--- src/rtl/xlink_rx_token_fifo.sv ---
// Purpose: receive-side XLink token buffer; circular FIFO of 9-bit tokens (bit 8 = control)
//          plus a credit tracker that asks the transmitter for CREDIT_UNIT tokens at a time.
// Latency: write visible on rx_buf_empty/fill_level after the write edge; read data is
//          registered and valid from the edge on which rx_buf_en is accepted.
// Backpressure: none toward the link; the far end is held off by credit. A token that
//          finds the FIFO full (and no same-cycle read) is dropped and flagged.
// Ports:
//   clk, reset                        - single clock, synchronous active-high reset
//   rx_token_in/rx_token_valid        - token write strobe from the link decoder
//   link_up                           - enables credit issue; low clears credit state
//   rx_buf_en/rx_buf_dout/rx_buf_empty - consumer read port (registered data)
//   credit_req/credit_ack             - credit issue handshake with the transmitter
//   fill_level, overflow, credit_err  - status (flags are sticky until reset)
module xlink_rx_token_fifo #(
    parameter int DEPTH_LOG2  = 4,
    parameter int CREDIT_UNIT = 8
) (
    input  logic                  clk,
    input  logic                  reset,
    input  logic [8:0]            rx_token_in,
    input  logic                  rx_token_valid,
    input  logic                  link_up,
    input  logic                  rx_buf_en,
    output logic [8:0]            rx_buf_dout,
    output logic                  rx_buf_empty,
    output logic                  credit_req,
    input  logic                  credit_ack,
    output logic [DEPTH_LOG2:0]   fill_level,
    output logic                  overflow,
    output logic                  credit_err
);

    localparam int DEPTH = 1 << DEPTH_LOG2;
    localparam int CW    = DEPTH_LOG2 + 1;
    localparam int HW    = CW + 2;

    typedef enum logic [1:0] {
        IDLE,
        REQ,
        WAIT
    } credit_state_t;

    logic [8:0]            mem [DEPTH];
    logic [DEPTH_LOG2-1:0] wr_ptr;
    logic [DEPTH_LOG2-1:0] rd_ptr;
    logic [CW-1:0]         count;
    logic [CW-1:0]         count_next;
    logic [CW-1:0]         outstanding;
    logic [CW-1:0]         outstanding_next;
    credit_state_t         state;
    credit_state_t         state_next;

    logic                  rd_acc;
    logic                  wr_acc;
    logic                  ack_acc;
    logic                  headroom_ok;
    logic [HW-1:0]         committed;

    // A full FIFO still takes a token when a read frees a slot on the same edge.
    assign rd_acc  = rx_buf_en && (count != '0);
    assign wr_acc  = rx_token_valid && ((count < CW'(DEPTH)) || rd_acc);
    assign ack_acc = (state == REQ) && credit_ack && link_up;

    // Headroom test written as count + outstanding + unit <= depth so it cannot underflow.
    assign committed   = HW'(count) + HW'(outstanding) + HW'(CREDIT_UNIT);
    assign headroom_ok = (committed <= HW'(DEPTH));

    assign fill_level = count;

    always_comb begin
        count_next = count;
        if (wr_acc && !rd_acc) begin
            count_next = count + CW'(1);
        end else if (rd_acc && !wr_acc) begin
            count_next = count - CW'(1);
        end
    end

    // An ack arriving with a token nets CREDIT_UNIT-1 even when outstanding is 0.
    always_comb begin
        outstanding_next = outstanding;
        if (!link_up) begin
            outstanding_next = '0;
        end else if (ack_acc) begin
            outstanding_next = outstanding + CW'(CREDIT_UNIT)
                             - (rx_token_valid ? CW'(1) : CW'(0));
        end else if (rx_token_valid && (outstanding != '0)) begin
            outstanding_next = outstanding - CW'(1);
        end
    end

    always_comb begin
        state_next = state;
        credit_req = 1'b0;
        case (state)
            IDLE: begin
                if (link_up && headroom_ok) begin
                    state_next = REQ;
                end
            end
            REQ: begin
                credit_req = 1'b1;
                if (credit_ack) begin
                    state_next = WAIT;
                end
            end
            WAIT: begin
                // One quiet cycle so headroom is re-evaluated with the new credit.
                state_next = IDLE;
            end
            default: begin
                state_next = IDLE;
            end
        endcase
        if (!link_up) begin
            state_next = IDLE;
        end
    end

    always_ff @(posedge clk) begin
        if (reset) begin
            wr_ptr       <= '0;
            rd_ptr       <= '0;
            count        <= '0;
            outstanding  <= '0;
            state        <= IDLE;
            rx_buf_dout  <= '0;
            rx_buf_empty <= 1'b1;
            overflow     <= 1'b0;
            credit_err   <= 1'b0;
        end else begin
            count        <= count_next;
            outstanding  <= outstanding_next;
            state        <= state_next;
            rx_buf_empty <= (count_next == '0);
            if (wr_acc) begin
                wr_ptr <= wr_ptr + DEPTH_LOG2'(1);
            end
            if (rd_acc) begin
                rx_buf_dout <= mem[rd_ptr];
                rd_ptr      <= rd_ptr + DEPTH_LOG2'(1);
            end
            if (rx_token_valid && !wr_acc) begin
                overflow <= 1'b1;
            end
            if (rx_token_valid && (outstanding == '0)) begin
                credit_err <= 1'b1;
            end
        end
    end

    // Storage array carries no reset; validity is tracked by the pointers and count.
    always_ff @(posedge clk) begin
        if (wr_acc && !reset) begin
            mem[wr_ptr] <= rx_token_in;
        end
    end

endmodule

--- config.mk ---
export PLATFORM = sky130hd
export DESIGN_NAME = xlink_rx_token_fifo
export DESIGN_NICKNAME = d
export VERILOG_FILES = /design/src/rtl/xlink_rx_token_fifo.sv
export SDC_FILE = /design/constraint.sdc
export NUM_CORES = 1
export LEC_CHECK = 0
export ABC_CLOCK_PERIOD_IN_PS = 2300
export BUFFER_PORTS_ARGS = -buffer_cell sky130_fd_sc_hd__buf_4
export CAP_MARGIN = 20
export CORE_MARGIN = 3
export CORE_UTILIZATION = 61
export CTS_CLUSTER_DIAMETER = 80
export DETAILED_ROUTE_END_ITERATION = 7
export GPL_TIMING_DRIVEN = 1
export PLACE_DENSITY_LB_ADDON = 0.2
export RECOVER_POWER = 50
export SLEW_MARGIN = 40
export SYNTH_ARGS = -nofsm -noshare
export SYNTH_HDL_FRONTEND = slang
export SYNTH_SLANG_ARGS = --single-unit
--- constraint.sdc ---
create_clock -name clk -period 2.3 [get_ports clk]
set_input_delay 0.23 -clock clk [delete_from_list [all_inputs] [get_ports clk]]
set_output_delay 0.23 -clock clk [all_outputs]
set_load 0.01 [all_outputs]
Word-level counts from Yosys, hierarchy flattened
Memories as Yosys holds them, arrays and structs flattened. A register that Yosys moved wholly into a read port is not among the register bits.
Cells that the tools add are included.
- add/subtract/negate cells: 9
- multiply operators: 0
- div/mod/pow operators: 0
- magnitude comparators: 2
- eq/ne operators: 3
- shifts and indexed selects: 0
- mux-type cells: 11
- bitwise gates (word level): 1
- reduce and logical (&&, ||, !) cells: 23
- operator list (operator ; count):
    5-bit 2-to-1 mux ; 4
    1-bit logical AND ; 11
    5-bit zero test ; 2
    5-bit nonzero test ; 2
    5-bit by 1-bit subtractor with 5-bit output (second input constant) ; 2
    4-bit by 1-bit adder with 4-bit output (second input constant) ; 2
    6-bit by 4-bit adder with 7-bit output (second input constant) ; 1
    7-bit by 5-bit less-or-equal comparator with 1-bit output (second input constant) ; 1
    5-bit by 5-bit adder with 6-bit output ; 1
    5-bit by 1-bit adder with 5-bit output (second input constant) ; 1
    5-bit by 4-bit adder with 5-bit output (second input constant) ; 1
    5-bit < comparator (second input constant) ; 1
    5-bit by 1-bit subtractor with 5-bit output ; 1
    1-bit 2-to-1 mux ; 4
    2-bit 2-to-1 mux ; 2
    2-bit != test (second input constant) ; 2
    2-bit one-hot mux with 2 select lines ; 1
    1-bit zero test ; 3
    2-bit by 1-bit == test with 1-bit output (second input constant) ; 1
    2-bit zero test ; 1
    2-bit AND reduction ; 1
    2-bit nonzero test ; 1
    2-bit OR reduction ; 1
    1-bit logical OR ; 1
    1-bit inverter ; 1
- register bits: 23
- latch bits: 0
- RAM bits: 144
- memory bits (read-only): 0
- output and inout port bits: 18
- word-level logic and storage cells: 58
- memories kept: 1
- memories (memory ; words ; width ; read ports ; clocked after memory_dff ; wr ports ; RTL line ; text):
    mem ; 16 ; 9 ; 1 ; 1 ; 1 ; 43 ; logic [8:0] mem [DEPTH];

Longest topological paths before layout
- depth after elaboration: 9
- mapped depth: 9
- depth with buffers taken out: 9

Least setup slack after synthesis
No wires, ideal clock.
- kind: register to register
- start point: reg count[1] (netlist: fill_level[1])
- end point: reg state[0]
- setup time: 0.120 ns
- arrival: 2.023 ns
- data required time: 2.180 ns
- setup slack: 0.158 ns
- cell stages (with the launch flop): 10
- path buffers: 0
- period minus slack after synthesis: 2.142 ns
- cells stage by stage: dfxtp_1 > ha_1 > ha_1 > inv_1 > fa_1 > nor4b_1 > a31oi_1 > o211ai_1 > a32oi_1 > nor2_1
- word-level cells in the longest chain between the ends: 6
- RTL lines (element ; RTL line ; text):
    from (decl) ; 46 ; logic [CW-1:0] count;
    from (signal assigned) ; 132 ; count <= count_next;
    5-bit by 5-bit adder with 6-bit output ; 65 ; assign committed = HW'(count) + HW'(outstanding) + HW'(CREDIT_UNIT);
    6-bit by 4-bit adder with 7-bit output ; 65 ;
    7-bit by 5-bit less-or-equal comparator with 1-bit output ; 66 ; assign headroom_ok = (committed <= HW'(DEPTH));
    1-bit logical AND ; 97 ; if (link_up && headroom_ok) begin
    2-bit != test (no line) ; n/a ;
    2-bit AND reduction (no line) ; n/a ;
    to (signal assigned) ; 134 ; state <= state_next;
    to (decl) ; 50 ; credit_state_t state;
No other way between the ends.
A chain may end at the register's enable or synchronous reset.

Worst setup path after layout
- start point: reg outstanding[1]
- end point: reg state[0]
- word-level cells in the longest chain between the ends: 6
- RTL lines (element ; RTL line ; text):
    from (decl) ; 48 ; logic [CW-1:0] outstanding;
    from (signal assigned) ; 133 ; outstanding <= outstanding_next;
    5-bit by 5-bit adder with 6-bit output ; 65 ;
    6-bit by 4-bit adder with 7-bit output ; 65 ;
    7-bit by 5-bit less-or-equal comparator with 1-bit output ; 66 ;
    1-bit logical AND ; 97 ;
    2-bit != test (no line) ; n/a ;
    2-bit AND reduction (no line) ; n/a ;
No other way between the ends.

==> results.cfg <==
[timing]
hold_slack_ns = 0.09995
setup-violations-final = 0
fmax_mhz = 464.2
slew_headroom_pct = 50.75
drv_slew = 0
finClkSkew_ns = 0.006112
tns_ns = 0
worst_pin_slew_ns = 0.7388
period_share_pct = 93.67
layout_min_cycle_time_ns = 2.154
final_hold_viol_count = 0
rsz0062_at_grt = false

[global_routing]
overflow = 0
first_global_vias = 4265
grt_pass1_wl_mm = 23.53
grt_antenna_before_repair = 0
grt_max_degree = 40
grtUsageTotal_pct = 23.67

[route]
drt_first_pass_iters = 5
post-route-drc-count = 0
drt-vias-per-instance = 6.122
vias = 4175
first_iter_violations = 386
drt_wl_total_mm = 14.73
wl_per_cell_um = 21.59
drtAntennaViolNets = 0

[finish]
drive_gt1_share_pct = 19.85
fin_util_pct = 72.26
layout_commonest_cell = edfxtp_1
fillers = 759
diodes = 0
area_growth_pct = 13.21
most-common-layout-cells = 144 x edfxtp_1, 47 x nor2_1, 36 x mux4_2
nNetsFinal = 569

[power]
netSwitchingFraction_pct = 27.83
pwr-share-clk_pct = 32.1
leakagePower_uw = 0.002872
power_density_nw_per_um2 = 986.4
irDropWorstVdd_v = 0.0005147
combinationalPowerShare_pct = 23.5
p_int_uw = 5999
seqPwrFrac_pct = 44.4
p_switching_uw = 2313

[worst_setup_path]
path_class = flop to flop
slowest_delay_ns = 0.43
worstPathArrival_ns = 2.45
crit_top_cell = ha_1
crit_chain = ha_1, ha_1, inv_1, fa_1, nor4b_2, a31oi_1, o211ai_1, a32oi_1, nor2_1
crit_path_start = outstanding[1]$_SDFFE_PP0P_
rr_startpoint = outstanding[1]$_SDFFE_PP0P_
critPathRequiredTime_ns = 2.60
end_kind = flop
critPathMaxFanout = 5
critPathSlowestCell = fa_1
startpoint_type = flop

[hold_path]
hold_class = input port to flop
hold_start = rx_buf_en

[synth]
synthDistinctLibCells = 50
ys_ff_latch = 176
ys_async_sr_fraction_pct = 0
synth_enable_flop_cells = 144
syn_nets = 513
synth_area_um2 = 7443
syn_inst = 470
ys_seq_area_share_pct = 66.70
ys_warn_count = 0
synth_ff_type = edfxtp_1
syn_area_per_cell_um2 = 15.84

[clocking]
clock_sinks = 176
cts_buffers = 17
cts_hold_buf = 0
cts_tree = yes
clkLatencyLatePin_ns = 0.42
htreeDepth = 4
ctsResizeCount = 0
cts-root-buf = clkbuf_16
cts_setup_buffers = 0
cts_buffer_depth = 2
path_clk_slew_ns = 0.06

[place]
place.port_buffers = 32
hpwl_mm = 9.501
gp_congestion = 0.8539

[floorplanning]
initial_core_util_pct = 63.82
io_pins = 33
core_um2 = 11660
die_area_um2 = 13560
die_h_um = 116.5
fp-row-count = 39
die_x_um = 116.5

[status]
status = finished, final reports clean

[run]
maxCapViolCount = 0
==> cells in the mapped netlist, types with 7 or more instances <==
cell,number,area (um2)
a21oi_1,25,125.1
a22oi_1,18,135.1
buf_2,7,35.03
dfxtp_1,32,640.6
edfxtp_1,144,4324
ha_1,26,325.3
inv_1,25,93.84
mux4_2,36,810.8
nand2_1,14,52.55
nor2_1,47,176.4
nor2b_1,7,43.79
xnor2_1,7,61.31
==> routing by layer <==
metal	track usage, %	routed length (um)	vias up
met3	4.974	735	22
li1	-	-	1919
met4	7.193	228	0
met2	37.11	7179	123
met1	34.06	6581	2111
met5	0	0	-
==> cells by family (layout without fill, tap and decap cells) <==
kind of cell               after synthesis  after routing  share of synthesized area, %
and+or+nand+nor                         95             95                         5.967
AOI/OAI and AO/OA                       76             76                         7.026
adders and majority gates               28             28                         4.908
buffers and inverters                   44            113                         2.689
xor gates and xnor gates                12             12                         1.412
muxes                                   39             39                         11.30
DFF                                    176            176                         66.70
==> area by class of cell <==
| type | count | area (um2) | area share [%] |
|---|---|---|---|
| clock inverter | 13 | 112.6 | 1.336 |
| sequential | 176 | 4969 | 58.96 |
| multi-input combinational | 250 | 2288 | 27.16 |
| clock buffer | 19 | 432.9 | 5.137 |
| tap | 143 | 178.9 | 2.123 |
| timing repair buffer | 56 | 351.6 | 4.172 |
| inverter | 25 | 93.84 | 1.114 |
==> critical path: cells and delay by family, from the launching register on <==
family | cells | cell delay (ns)
adder cells (fa/ha/maj) | 3 | 0.91
AO/OA/AOI/OAI | 3 | 0.45
flip-flops | 1 | 0.39
AND/OR/NAND/NOR | 2 | 0.23
buffers and inverters | 1 | 0.07
==> metrics by stage <==
step / std cells / total power (uW) / setup WS (ns) / instance area, um2
5_1_grt: 682 / 8718 / 0.006647 / 8427
4_1_cts: 682 / 8407 / 0.06917 / 8508
3_3_place_gp: 650 / 5691 / 0.1652 / 7963
6_report: 682 / 8312 / 0.1455 / 8427
2_1_floorplan: 470 / 5246 / 0.1577 / 7443
3_5_place_dp: 650 / 5752 / 0.09906 / 7963
==> registers in the layout (all words and copies together), names as in the netlist <==
name and count:
credit_err 1, outstanding 5, rx_buf_dout 9, rx_buf_empty 1, rd_ptr 4, wr_ptr 4, state 2, fill_level 5
overflow 1, mem 144
==> power by group through the flow <==
stage	sequential [uW]	combinational, uW	clock (uW)
after floorplan	3780	1470	0
after global placement	3750	1940	0
after detailed placement	3760	1990	0
after CTS	3690	2020	2700
after global routing	3710	2170	2840
final	3690	1950	2660
==> path summary, 6_finish.rpt <==
check	endpoint	slack (ns)	cells after the start
max	state[0]$_SDFFE_PP0P_	0.15	9
min	fill_level[4]$_SDFF_PP0_	0.1	2
max reg2reg	state[0]$_SDFFE_PP0P_	0.15	9
min reg2reg	overflow$_SDFFE_PP0P_	0.49	2
Power figures use the tool's default switching activity.
